### src/rtl/hart_arb_pkg.sv
// Shared types and helpers for the hart time-slot arbiter.
package hart_arb_pkg;

   typedef enum logic [1:0] {
      ST_RUN    = 2'd0,
      ST_DRAIN  = 2'd1,
      ST_SWITCH = 2'd2
   } arb_state_e;

   localparam int unsigned STARVE_W = 16;

   // Select width for n harts; a single hart still needs one bit.
   function automatic int unsigned sel_w(input int unsigned n);
      return (n > 1) ? $clog2(n) : 1;
   endfunction

endpackage

### src/rtl/hart_rr_pick.sv
// Cyclic first-set finder: lowest set priority bit wins, else first mask bit
// at or after i_start, wrapping to index 0.
module hart_rr_pick
   import hart_arb_pkg::*;
#(
   parameter int unsigned N = 2
) (
   input  logic [N-1:0]        i_mask,
   input  logic [sel_w(N)-1:0] i_start,
   input  logic [N-1:0]        i_prio,
   output logic [sel_w(N)-1:0] o_idx,
   output logic                o_valid
);
   localparam int unsigned SEL_W = sel_w(N);

   logic [N-1:0] w_pm;

   assign w_pm = i_mask & i_prio;

   // Later loops overwrite earlier ones, so the wrapped half is the fallback.
   always_comb begin
      o_idx   = '0;
      o_valid = |i_mask;
      if (|w_pm) begin
         for (int i = int'(N) - 1; i >= 0; i--)
            if (w_pm[i]) o_idx = SEL_W'(i);
      end else begin
         for (int i = int'(N) - 1; i >= 0; i--)
            if (i_mask[i] && (i < int'(i_start))) o_idx = SEL_W'(i);
         for (int i = int'(N) - 1; i >= 0; i--)
            if (i_mask[i] && (i >= int'(i_start))) o_idx = SEL_W'(i);
      end
   end

endmodule

### src/rtl/hart_slot_arbiter.sv
// Time-slot arbiter for the shared MMU/memory port with quantum, request skip
// and drain/switch handshake. Starvation monitor enabled by HART_SLOT_ARB_STARVE_EN.
module hart_slot_arbiter
   import hart_arb_pkg::*;
#(
   parameter int unsigned N_HARTS      = 2,
   parameter int unsigned QUANTUM      = 1,
   parameter int unsigned QW           = 8,
   parameter int unsigned STARVE_LIMIT = 1024
) (
   input  logic                        CLK,
   input  logic                        RST,
   input  logic [N_HARTS-1:0]          i_req,
   input  logic [N_HARTS-1:0]          i_safe,
   input  logic                        i_hold,
   input  logic                        i_pf_pend,
   output logic [sel_w(N_HARTS)-1:0]   o_sel,
   output logic [N_HARTS-1:0]          o_gnt,
   output logic [N_HARTS-1:0]          o_busy,
   output logic                        o_switch,
   output logic [QW-1:0]               o_qcnt,
   output logic [N_HARTS-1:0]          o_starve
);
   localparam int unsigned   SEL_W = sel_w(N_HARTS);
   localparam logic [QW-1:0] QMAX  = '1;
   localparam logic [QW-1:0] QLAST = QW'(QUANTUM - 1);

   arb_state_e         r_state;
   logic [SEL_W-1:0]   r_sel;
   logic [SEL_W-1:0]   r_nxt;
   logic [N_HARTS-1:0] r_gnt;
   logic               r_switch;
   logic [QW-1:0]      r_qcnt;

   logic [N_HARTS-1:0] w_sel_oh;
   logic [N_HARTS-1:0] w_others;
   logic [N_HARTS-1:0] w_prio;
   logic               w_cur_req;
   logic               w_cur_safe;
   logic               w_want;
   logic [SEL_W-1:0]   w_start;
   logic [SEL_W-1:0]   w_pick_idx;
   logic               w_pick_vld;

   assign w_sel_oh   = N_HARTS'(1) << r_sel;
   assign w_others   = i_req & ~w_sel_oh;
   assign w_cur_req  = |(i_req & w_sel_oh);
   assign w_cur_safe = |(i_safe & w_sel_oh);
   assign w_want     = ((r_qcnt >= QLAST) || !w_cur_req) && (|w_others);
   assign w_start    = (r_sel == SEL_W'(N_HARTS - 1)) ? '0 : r_sel + SEL_W'(1);

   hart_rr_pick #(
      .N (N_HARTS)
   ) u_pick (
      .i_mask  (w_others),
      .i_start (w_start),
      .i_prio  (w_prio),
      .o_idx   (w_pick_idx),
      .o_valid (w_pick_vld)
   );

   // Grant FSM: RUN counts the quantum, DRAIN waits for a safe point, SWITCH is the bubble.
   always_ff @(posedge CLK or posedge RST) begin
      if (RST) begin
         r_state  <= ST_RUN;
         r_sel    <= '0;
         r_nxt    <= '0;
         r_gnt    <= N_HARTS'(1);
         r_switch <= 1'b0;
         r_qcnt   <= '0;
      end else begin
         r_switch <= 1'b0;
         case (r_state)
            ST_RUN: begin
               if (!i_hold && (r_qcnt != QMAX)) r_qcnt <= r_qcnt + QW'(1);
               if (w_want) r_state <= ST_DRAIN;
            end
            ST_DRAIN: begin
               if (!w_pick_vld) begin
                  r_state <= ST_RUN;
               end else if (w_cur_safe && !i_hold && !i_pf_pend) begin
                  r_state <= ST_SWITCH;
                  r_nxt   <= w_pick_idx;
                  r_gnt   <= '0;
               end
            end
            ST_SWITCH: begin
               r_state  <= ST_RUN;
               r_sel    <= r_nxt;
               r_gnt    <= N_HARTS'(1) << r_nxt;
               r_qcnt   <= '0;
               r_switch <= 1'b1;
            end
            default: r_state <= ST_RUN;
         endcase
      end
   end

`ifdef HART_SLOT_ARB_STARVE_EN
   logic [N_HARTS-1:0][STARVE_W-1:0] r_wait;
   logic [N_HARTS-1:0]               r_starve;

   // Per-hart wait counters; a granted hart restarts from zero.
   always_ff @(posedge CLK or posedge RST) begin
      if (RST) begin
         r_wait   <= '0;
         r_starve <= '0;
      end else begin
         for (int g = 0; g < int'(N_HARTS); g++) begin
            if (r_gnt[g])
               r_wait[g] <= '0;
            else if (i_req[g] && !i_hold && (r_wait[g] != '1))
               r_wait[g] <= r_wait[g] + STARVE_W'(1);
            r_starve[g] <= (32'(r_wait[g]) >= STARVE_LIMIT);
         end
      end
   end

   assign w_prio   = r_starve;
   assign o_starve = r_starve;
`else
   assign w_prio   = '0;
   assign o_starve = '0;
`endif

   assign o_sel    = r_sel;
   assign o_gnt    = r_gnt;
   assign o_busy   = ~r_gnt;
   assign o_switch = r_switch;
   assign o_qcnt   = r_qcnt;

endmodule
### config.mk
export PLATFORM = sky130hd
export DESIGN_NAME = hart_slot_arbiter
export DESIGN_NICKNAME = d
export VERILOG_FILES = /design/src/rtl/hart_arb_pkg.sv /design/src/rtl/hart_rr_pick.sv /design/src/rtl/hart_slot_arbiter.sv
export SDC_FILE = /design/constraint.sdc
export NUM_CORES = 1
export LEC_CHECK = 0
export ABC_AREA = 1
export CORE_MARGIN = 2
export CORE_UTILIZATION = 51
export DETAILED_ROUTE_END_ITERATION = 10
export GPL_TIMING_DRIVEN = 0
export HOLD_SLACK_MARGIN = 0.08
export PLACE_DENSITY_LB_ADDON = 0.25
export SETUP_SLACK_MARGIN = 0.2
export SLEW_MARGIN = 30
export SYNTH_ARGS = -nofsm -noshare
export SYNTH_HDL_FRONTEND = slang
export SYNTH_SLANG_ARGS = --single-unit
### constraint.sdc
create_clock -name CLK -period 4.6 [get_ports CLK]
set_input_delay 1.15 -clock CLK [delete_from_list [all_inputs] [get_ports CLK]]
set_output_delay 1.15 -clock CLK [all_outputs]
set_load 0.02 [all_outputs]
### Word-level counts from Yosys, hierarchy flattened

Cells that the tools add are included.

* register bits: 15
* latch bits: 0
* bits in writable memories: 0
* ROM bits: 0
* input bits: 8
* output and inout bits: 16
* memories: 0

* $add $sub $neg: 2
* $mul: 0
* divide/modulo/power cells: 0
* $lt $le $gt $ge: 2
* equal/unequal tests: 8
* shifts and indexed selects: 2
* muxes and demuxes: 13
* bitwise gates (word level): 5
* reduce and logical (&&, ||, !) cells: 19

Operators with widths (number)
* $pmux 8 s2: 1
* $mux 2: 5
* $add 8x1->8 const B: 1
* $ge 8x1->1 const B: 1
* $mux 8: 1
* $ne 2x2->1 const B: 4
* $ne 8x8->1 const B: 1
* $pmux 2 s2: 2
* $and 2x2->2: 3
* $reduce_and 3->1: 2
* $reduce_or 2->1: 3
* $logic_and 1x1->1: 5
* $mux 1: 4
* $not 2->2: 2
* $reduce_and 2->1: 2
* $reduce_bool 2->1: 2
* $shl 1x1->2 const A: 2
* $logic_not 1->1: 3
* $ne 3x3->1 const B: 1
* $eq 2x1->1 const B: 1
* $eq 2x2->1 const B: 1
* $logic_not 2->1: 1
* $add 1x1->1 const B: 1
* $ge 1x1->1 const A: 1
* $logic_or 1x1->1: 1

### Longest topological paths before layout

Gate-level depths: netlist (run 1).

* depth after elaboration: 8
* gate-level depth with buffers: 9
* mapped depth without buffers: 9

### By module

From an unflattened synthesis (run 1), not the netlist that was laid out.

* cell total of the unflattened synthesis: 120
* area total of the unflattened synthesis: 879.6 µm²

Modules (own cells, without submodules)
* hart_slot_arbiter: times used 1, cells each 113, area each 850.8 µm², sequential area each 376.6 µm²
* hart_rr_pick: times used 1, cells each 7, area each 28.8 µm², sequential area each 0.0 µm²

### Worst setup path before layout (run 1)

No wires, ideal clock.

* path kind: input port to flip-flop
* start: in i_safe[0]
* end: reg r_gnt[1], in the netlist o_gnt[1]
* data arrival time: 1781 ps
* data required time: 4535 ps
* setup slack: 2753 ps
* stages on the path: 6
* path buffers: 0
* cells stage by stage: or2_2 > nand3_1 > nand2_1 > nand3_1 > nand2_1 > nand2_1

* cells in the longest elaborated chain, start to end: 6

Ends and longest elaborated chain
* start, declared: line hart_slot_arbiter.sv:14 `input logic [N_HARTS-1:0] i_safe,`
* $and 2x2->2: line hart_slot_arbiter.sv:48 `assign w_cur_safe = |(i_safe & w_sel_oh);`
* $reduce_or 2->1: line hart_slot_arbiter.sv:48
* $logic_and 1x1->1 (2 in series): line hart_slot_arbiter.sv:81 `end else if (w_cur_safe && !i_hold && !i_pf_pend) begin`
* $ne 2x2->1 (no line)
* $reduce_and 3->1 (no line)
* end signal, assigned: line hart_slot_arbiter.sv:90 `r_gnt <= N_HARTS'(1) << r_nxt;`
* end, declared: line hart_slot_arbiter.sv:31 `logic [N_HARTS-1:0] r_gnt;`

Every way passes these cells.
A chain may end at the register's enable or synchronous reset.

### Worst setup path after layout (run 1)

* start: reg r_gnt[0], in the netlist o_gnt[0]
* end: out o_gnt[0]

RTL lines
* end, declared: line hart_slot_arbiter.sv:18 `output logic [N_HARTS-1:0] o_gnt,`

No word-level cell between the ends.

==> run_results.csv, run 1 <==
group,metric,value,unit
synthesis,ys_top_cells_by_area,"dfrtp_1, nand2_1, nand3_1",
cts,cts_root_buf,"clkbuf_4",
flow_run,drv_cap,0,
global_routing,grtUsageTotal,20.2,%
placement,post-dp-hpwl,1.39,mm
setup_path,crit_start,"o_gnt[0]",
synthesis,yosysWarnings,0,
cells_and_area,multi_input_area,454,um^2
synthesis,synth_common_cells,"nand2_1, inv_1, dfrtp_1, nand3_1, nor2_1",
power_and_ir_drop,ir_drop,0.287,mV
sta,finalHoldViolCount,0,
power_and_ir_drop,power_leakage,0.582,nW
setup_path,ff2ff_setup_slack,2.85,ns
cells_and_area,finalNetCount,167,
cts,cts_hold_buf,0,
cells_and_area,drive_gt1_share,7.84,%
placement,place_area,0.00116,mm^2
setup_path,critical_path_arrival,1.44,ns
setup_path,worstSetupStartpointType,"register",
setup_path,slowest_delay,0.60,ns
cells_and_area,antenna_cells,0,
setup_path,endpoint_kind,"output port",
synthesis,synth-async-reset-ratio,100,%
sta,setup_viol_count_final,0,
worst_hold_path,hp-class,"reg -> reg",
drt,drt_first_pass_iters,4,
drt,postRouteAntennaNets,0,
cts,cts.reportedPaths.clkPinSlew,0.10,ns
setup_path,critical-path-slowest-cell,"clkdlybuf4s50_1",
cts,cts_max_level,1,
cts,clock-sinks,15,
global_routing,grt_max_degree,16,
die,start_util,53.7,%
sta,tns,0,ns
setup_path,cp_max_fo,3,
drt,detail_route.wl_per_cell,10.2,um
sta,fin_crit_sh,56.3,%
cts,cts_resized,0,
synthesis,synth-main-ff-cell,"dfrtp_1",
sta,final_max_slew_viol_count,0,
sta,rsz0062_at_grt,"false",
synthesis,yosysMostFrequentCell,"nand2_1",
drt,drc,0,
synthesis,yosysUniqueCellTypes,20,
global_routing,antenna_found_initial,0,
die,dieWidth,46.4,um
synthesis,avgSynthCellArea,7.22,um^2
global_routing,grt_pass1_wl,3.04,mm
die,die_y,46.4,um
die,fp-row-count,15,
synthesis,syn-cell-area,917,um^2
setup_path,critPathKind,"reg -> out",
setup_path,worstReg2RegStart,"r_state[0]",
drt,vias_per_cell,4.68,
cts,clock_latency,0.29,ns
synthesis,syn_inst,127,
die,core_area,0.00171,mm^2
synthesis,yosys.area.top_type_share,38.2,%
sta,slew_headroom,61.1,%
setup_path,critical_path_depth,1,
global_routing,grt_overflow,0,
setup_path,critPathTopFamily,"buffers and inverters",
placement,dpl.cell_count,174,
drt,vias,833,
cells_and_area,nFillCells,150,
sta,period_needed,2.59,ns
cells_and_area,final_cells,178,
setup_path,r2r_cells,8,
synthesis,yosysSeqAreaShare,41.1,%
drt,drtIter0Drc,12,
setup_path,required,3.45,ns
setup_path,r2r-end,"o_qcnt[7]",
cts,cts_tree,"done",
run_status,status,"complete, no violations",
sta,fmax,386,MHz
drt,wirelength,1.81,mm
sta,timing.hold.ws,0.481,ns
placement,io_buffers,21,
cts,cts_buffer_depth,2,
die,dieArea,0.00215,mm^2
cts,cts_setup_buffers,0,
cells_and_area,fin_area,0.00119,mm^2
sta,worst_pin_slew,0.583,ns
cts,cts-buffers-inserted,3,
synthesis,synth_seq_cells,15,
setup_path,crit_chain,"clkdlybuf4s50_1",
setup_path,path_buf_inv,1,
global_routing,grt_pass1_vias,728,
sta,fin_worst_skew,0.00763,ns
power_and_ir_drop,powerDensity,469,mW/mm^2
synthesis,synth_top_cell_by_area,"dfrtp_1",
cells_and_area,regArea,377,um^2
die,ioPinCount,24,
setup_path,crit_end,"o_gnt[0]",
cells_and_area,area_growth_syn_to_layout,29.7,%
placement,gp_congestion,0.817,
synthesis,synth_edf_count,0,
-- state kept, by name (all words and copies together) (netlist names) --
register  flops
o_gnt         2
o_qcnt        8
o_sel         1
o_switch      1
r_nxt         1
r_state       2
-- metrics by stage --
stage | util [%] | setup slack, ns | total power, mW
after floorplan | - | 2.75 | 0.389
after global placement | 68.1 | 2.25 | 0.475
after detailed placement | 68.1 | 2.24 | 0.485
after CTS | 69.7 | 2.00 | 0.564
after global routing | 69.7 | 1.98 | 0.613
final | 69.7 | 2.01 | 0.558
-- placed cells by master, fill, tap and decap left out --
master           count
conb_1               2
nand3b_1             1
nor2_1              11
a21oi_2              1
clkbuf_4             3
clkinv_2             1
dfrtp_1             14
nor3b_1              1
ha_1                 5
nand2_2              1
clkdlybuf4s50_1     21
dfstp_2              1
nand4_1              2
nand3_1             14
o21ai_0              5
clkinv_1             1
inv_1               16
buf_6                1
or2_2                1
nand2_1             46
buf_4                2
o21bai_1             2
nor2_4               1
-- worst min-delay path by stage --
stage	startpoint	endpoint	slack, ns	cells past startpoint
2_1_floorplan	r_nxt	r_nxt	0.46	2
3_3_place_gp	o_gnt[0]	o_gnt[0]	0.47	2
6_report	o_gnt[0]	o_gnt[0]	0.48	2
5_1_grt	o_gnt[0]	o_gnt[0]	0.51	2
3_5_place_dp	o_gnt[0]	o_gnt[0]	0.47	2
4_1_cts	o_gnt[0]	o_gnt[0]	0.49	2
-- final cells by class --
type	count	share of cell area [%]
multi-input cells	93	38.2
flip-flops and latches	15	31.7
repair buffers	21	17.7
inverters	17	5.36
well taps	25	2.63
plain buffers	3	2.21
clock buffers	3	1.89
clock inverters	1	0.421
-- metal layers --
layer  routed length, um  up-vias  GRT usage (%)
met2                 874       22           32.5
met1                 834      366           25.5
li1                    -      443              -
met3                  88        2           5.10
met5                   0        -              0
met4                  14        0           8.57
-- cells by family (layout without fill, tap and decap cells) --
kind of cell    count (synthesis)  after routing  synth area share (%)
fa+ha+maj                       5              5                  6.82
buf+inv                        20             45                  9.82
compound gates                  8              8                  5.32
other cells                     1              2                 0.409
flops                          15             15                  41.1
simple gates                   78             78                  36.6
-- report_power, final --
part           total [mW]  internal, mW  switching, mW
Sequential          0.206         0.168         0.0381
Combinational       0.275         0.119          0.155
Clock              0.0777        0.0323         0.0454
No activity file was read; power rests on OpenSTA's default activity.
==> run 2: changes to the inputs <==
--- a/config.mk
+++ b/config.mk
@@ -7,7 +7,7 @@
 export LEC_CHECK = 0
 export ABC_AREA = 1
 export CORE_MARGIN = 2
-export CORE_UTILIZATION = 51
+export CORE_UTILIZATION = 42
 export DETAILED_ROUTE_END_ITERATION = 10
 export GPL_TIMING_DRIVEN = 0
 export HOLD_SLACK_MARGIN = 0.08
==> constraint.sdc (replaced) <==
create_clock -name CLK -period 2.35 [get_ports CLK]
set_input_delay 0.5875 -clock CLK [delete_from_list [all_inputs] [get_ports CLK]]
set_output_delay 0.5875 -clock CLK [all_outputs]
set_load 0.02 [all_outputs]
==> run_results.csv, run 2 (synthesis results as in run 1) <==
group,metric,value,unit
run_status,status,"complete, no violations",
sta,finalHoldViolCount,0,
sta,worst_pin_slew,0.605,ns
power_and_ir_drop,powerDensity,924,mW/mm^2
cts,cts.reportedPaths.clkPinSlew,0.09,ns
cts,cts_buffer_depth,2,
global_routing,grt_overflow,0,
cells_and_area,final_common_cell,"nand2_1",
setup_path,critPathTopFamily,"buffers and inverters",
setup_path,critical-path-slowest-cell,"clkdlybuf4s50_1",
cts,cts_resized,0,
setup_path,slowest_delay,0.60,ns
sta,tns,0,ns
drt,vias_per_cell,4.76,
cts,cts_max_level,1,
placement,post-dp-hpwl,1.47,mm
placement,io_buffers,21,
cts,cts_hold_buf,0,
drt,postRouteAntennaNets,0,
die,start_util,45.8,%
die,die_y,50.7,um
global_routing,grt_pass1_wl,3.44,mm
setup_path,crit_start,"o_gnt[0]",
power_and_ir_drop,power_leakage,0.579,nW
sta,slew_headroom,59.6,%
sta,fin_worst_skew,0.00218,ns
setup_path,cp_max_fo,3,
flow_run,drv_cap,0,
global_routing,antenna_found_initial,0,
cells_and_area,finalNetCount,167,
sta,final_max_slew_viol_count,0,
drt,drtIter0Drc,13,
power_and_ir_drop,ir_drop,0.604,mV
global_routing,grt_pass1_vias,841,
cts,cts_tree,"done",
cells_and_area,area_growth_syn_to_layout,29.9,%
setup_path,endpoint_kind,"output port",
cts,cts_root_buf,"clkbuf_4",
cells_and_area,drive_gt1_share,7.19,%
die,core_area,0.00200,mm^2
sta,rsz0062_at_grt,"false",
worst_hold_path,hp-start,"o_gnt[0]",
cts,clock-sinks,15,
die,dieWidth,50.7,um
setup_path,ff2ff_setup_slack,0.58,ns
sta,fin_crit_sh,85.8,%
cts,clock_latency,0.28,ns
sta,setup_viol_count_final,0,
global_routing,grtUsageTotal,17.6,%
die,dieArea,0.00257,mm^2
drt,wirelength,1.91,mm
setup_path,critPathKind,"reg -> out",
die,fp-row-count,16,
power_and_ir_drop,power.total,1.10,mW
setup_path,worstSetupStartpointType,"register",
setup_path,path_buf_inv,1,
sta,fmax,496,MHz
setup_path,required,1.76,ns
drt,drc,0,
global_routing,grt_max_degree,16,
placement,gp_congestion,0.743,
placement,dpl_worst_slack,0.530,ns
sta,period_needed,2.02,ns
drt,detail_route.wl_per_cell,10.6,um
cts,cts-buffers-inserted,3,
sta,final.setup.worst_slack,0.333,ns
setup_path,worstReg2RegStart,"r_state[0]",
cts,cts_setup_buffers,0,
cells_and_area,antenna_cells,0,
drt,drt_first_pass_iters,4,
cells_and_area,fin_util,59.5,%
cells_and_area,final_cell_mix,"nand2_1, clkdlybuf4s50_1, inv_1",
cells_and_area,largest_reg_flops,8,
drt,vias,857,
setup_path,crit_chain,"clkdlybuf4s50_1",
setup_path,critical_path_arrival,1.43,ns
die,ioPinCount,24,
worst_hold_path,hp-class,"reg -> reg",
==> run 2: cell types whose count changed in the layout (fill, tap and decap cells not counted) <==
cell / delta
clkinv_2: -1
clkbuf_1: +1
==> run 2: cell type report <==
type,instances,area (um^2)
fillers,192,811
multi-input cells,93,454
flip-flops and latches,15,377
repair buffers,21,210
inverters,17,63.8
well taps,27,33.8
clock buffers,4,26.3
plain buffers,3,26.3
==> run 2: path summary, 6_finish.rpt <==
kind,to,cells after the start
max,o_gnt[0],1
min,o_gnt[0],2
max reg2reg,o_qcnt[7],8
min reg2reg,o_gnt[0],2
max in group asynchronous,o_qcnt[5],2
min in group asynchronous,r_state[0],2
==> run 2: per-layer routing <==
metal	track usage (%)	vias to the layer above	wire, um
met4	8.11	0	31
met1	20.8	391	844
li1	-	451	-
met3	2.68	4	52
met2	31.1	11	982
met5	0	-	0
==> run 2: per-stage QoR <==
stage          hold slack (ns)  area (um^2)  std cells
2_1_floorplan            0.464          921        128
3_3_place_gp             0.466         1160        176
3_5_place_dp             0.469         1160        176
4_1_cts                  0.482         1190        180
5_1_grt                  0.531         1190        180
6_report                 0.480         1190        180
==> run 2: power breakdown <==
part | internal (mW) | switching, mW | leakage [nW] | total [mW]
sequential | 0.329 | 0.0779 | 0.197 | 0.407
clock | 0.0659 | 0.0850 | 0.0150 | 0.151
combinational | 0.233 | 0.310 | 0.368 | 0.543
total | 0.627 | 0.473 | 0.579 | 1.10
==> run 3: changes to the inputs <==
--- a/config.mk
+++ b/config.mk
@@ -12,6 +12,7 @@
 export GPL_TIMING_DRIVEN = 0
 export HOLD_SLACK_MARGIN = 0.08
 export PLACE_DENSITY_LB_ADDON = 0.25
+export REMOVE_ABC_BUFFERS = 1
 export SETUP_SLACK_MARGIN = 0.2
 export SLEW_MARGIN = 30
 export SYNTH_ARGS = -nofsm -noshare
==> run_results.csv, run 3 (synthesis results as in run 1) <==
group,metric,value,unit
run_status,status,"complete, no violations",
cts,cts_buffer_depth,2,
placement,post-dp-hpwl,1.40,mm
die,dieWidth,50.7,um
sta,fin_crit_sh,85.9,%
sta,rsz0062_at_grt,"false",
cells_and_area,finalNetCount,164,
setup_path,critical_path_depth,1,
cells_and_area,antenna_cells,0,
setup_path,critPathKind,"reg -> out",
setup_path,critPathTopFamily,"buffers and inverters",
drt,wirelength,1.84,mm
power_and_ir_drop,netSwitchingFraction,43.2,%
drt,vias,869,
cts,clock_latency,0.28,ns
cells_and_area,final_common_cell,"nand2_1",
placement,gp_congestion,0.811,
drt,drc,0,
cts,cts.reportedPaths.clkPinSlew,0.09,ns
drt,detail_route.wl_per_cell,10.4,um
cells_and_area,fin_area,0.00116,mm^2
setup_path,slowest_delay,0.60,ns
worst_hold_path,holdPathStages,2,
cts,cts_setup_buffers,0,
global_routing,antenna_found_initial,0,
sta,tns,0,ns
die,dieArea,0.00257,mm^2
global_routing,grt_pass1_wl,3.35,mm
cells_and_area,final_cell_mix,"nand2_1, clkdlybuf4s50_1, inv_1",
flow_run,drv_cap,0,
setup_path,crit_chain,"clkdlybuf4s50_1",
cts,cts_tree,"done",
drt,drtIter0Drc,14,
cts,cts_resized,0,
setup_path,critical-path-slowest-cell,"clkdlybuf4s50_1",
cells_and_area,drive_gt1_share,5.33,%
power_and_ir_drop,power_frac_comb,48.5,%
sta,worst_pin_slew,0.563,ns
die,ioPinCount,24,
sta,fin_worst_skew,0.00489,ns
drt,postRouteAntennaNets,0,
cts,clock-sinks,15,
power_and_ir_drop,power_leakage,0.562,nW
cts,cts-buffers-inserted,3,
sta,setup_viol_count_final,0,
power_and_ir_drop,clkPwrFrac,13.9,%
cells_and_area,area_growth_syn_to_layout,27.0,%
cts,cts_root_buf,"clkbuf_4",
sta,period_needed,2.02,ns
setup_path,r2r_cells,7,
cts,cts_hold_buf,0,
worst_hold_path,hp-class,"reg -> reg",
drt,vias_per_cell,4.91,
die,start_util,45.8,%
drt,drt_first_pass_iters,4,
power_and_ir_drop,powerDensity,929,mW/mm^2
die,die_y,50.7,um
power_and_ir_drop,power_switching,468,uW
global_routing,grt_max_degree,16,
global_routing,grt_pass1_vias,802,
placement,io_buffers,21,
die,core_area,0.00200,mm^2
placement,place_area,0.00114,mm^2
sta,final_max_slew_viol_count,0,
die,fp-row-count,16,
cts,cts_max_level,1,
setup_path,endpoint_kind,"output port",
setup_path,worstSetupStartpointType,"register",
power_and_ir_drop,ir_drop,0.523,mV
setup_path,cp_max_fo,3,
global_routing,grtUsageTotal,16.9,%
sta,fmax,495,MHz
setup_path,critical_path_arrival,1.43,ns
sta,slew_headroom,62.4,%
setup_path,path_buf_inv,1,
power_and_ir_drop,p_seq_share,37.6,%
cells_and_area,largest_reg_flops,8,
power_and_ir_drop,p_int,614,uW
sta,finalHoldViolCount,0,
global_routing,grt_overflow,0,
setup_path,required,1.76,ns
-- run 3: cell types whose count changed in the layout (fill, tap and decap cells not counted) --
| cell | previous run | this run |
|---|---|---|
| buf_6 | 1 | 0 |
| buf_4 | 2 | 0 |
-- run 3: per-stage QoR --
stage / power (mW) / hold slack (ns) / utilization, % / setup slack, ns / cells
final: 1.08 / 0.491 / 58.2 / 0.331 / 177
after global routing: 1.18 / 0.535 / 58.2 / 0.283 / 177
after CTS: 1.09 / 0.495 / 58.2 / 0.325 / 177
after detailed placement: 0.939 / 0.476 / 56.9 / 0.427 / 173
after global placement: 0.917 / 0.470 / 56.9 / 0.463 / 173
after floorplan: 0.747 / 0.464 / - / 0.755 / 125
-- run 3: final cells by class --
class | instances | area (um^2)
Sequential cell | 15 | 377
Fill cell | 202 | 837
Clock buffer | 4 | 26.3
Inverter | 17 | 63.8
Multi-Input combinational cell | 93 | 454
Tap cell | 27 | 33.8
Timing Repair Buffer | 21 | 210
-- run 3: power by group through the flow --
| stage | clock network, mW | logic [mW] | registers [mW] |
|---|---|---|---|
| final | 0.150 | 0.525 | 0.406 |
| after global routing | 0.166 | 0.595 | 0.420 |
| after CTS | 0.154 | 0.530 | 0.406 |
| after detailed placement | 0 | 0.529 | 0.410 |
| after global placement | 0 | 0.511 | 0.405 |
| after floorplan | 0 | 0.292 | 0.455 |
-- run 3: worst paths after layout --
| kind | from | to | slack [ns] |
|---|---|---|---|
| setup / recovery | o_gnt[0] | o_gnt[0] | 0.33 |
| hold / removal | o_gnt[0] | o_gnt[0] | 0.49 |
| setup reg to reg | r_state[0] | o_qcnt[4] | 0.56 |
| hold reg to reg | o_gnt[0] | o_gnt[0] | 0.49 |
| max in group asynchronous | RST | o_gnt[0] | 1.33 |
| min in group asynchronous | RST | o_sel | 0.64 |
-- run 3: routing by layer --
metal  part of all wire (%)  vias up  global-route usage, %
li1                       -      439                      -
met1                     46      410                   21.3
met2                     50       20                   29.2
met3                    3.5        0                   2.68
met4                      0        0                   5.86
met5                      0        -                      0
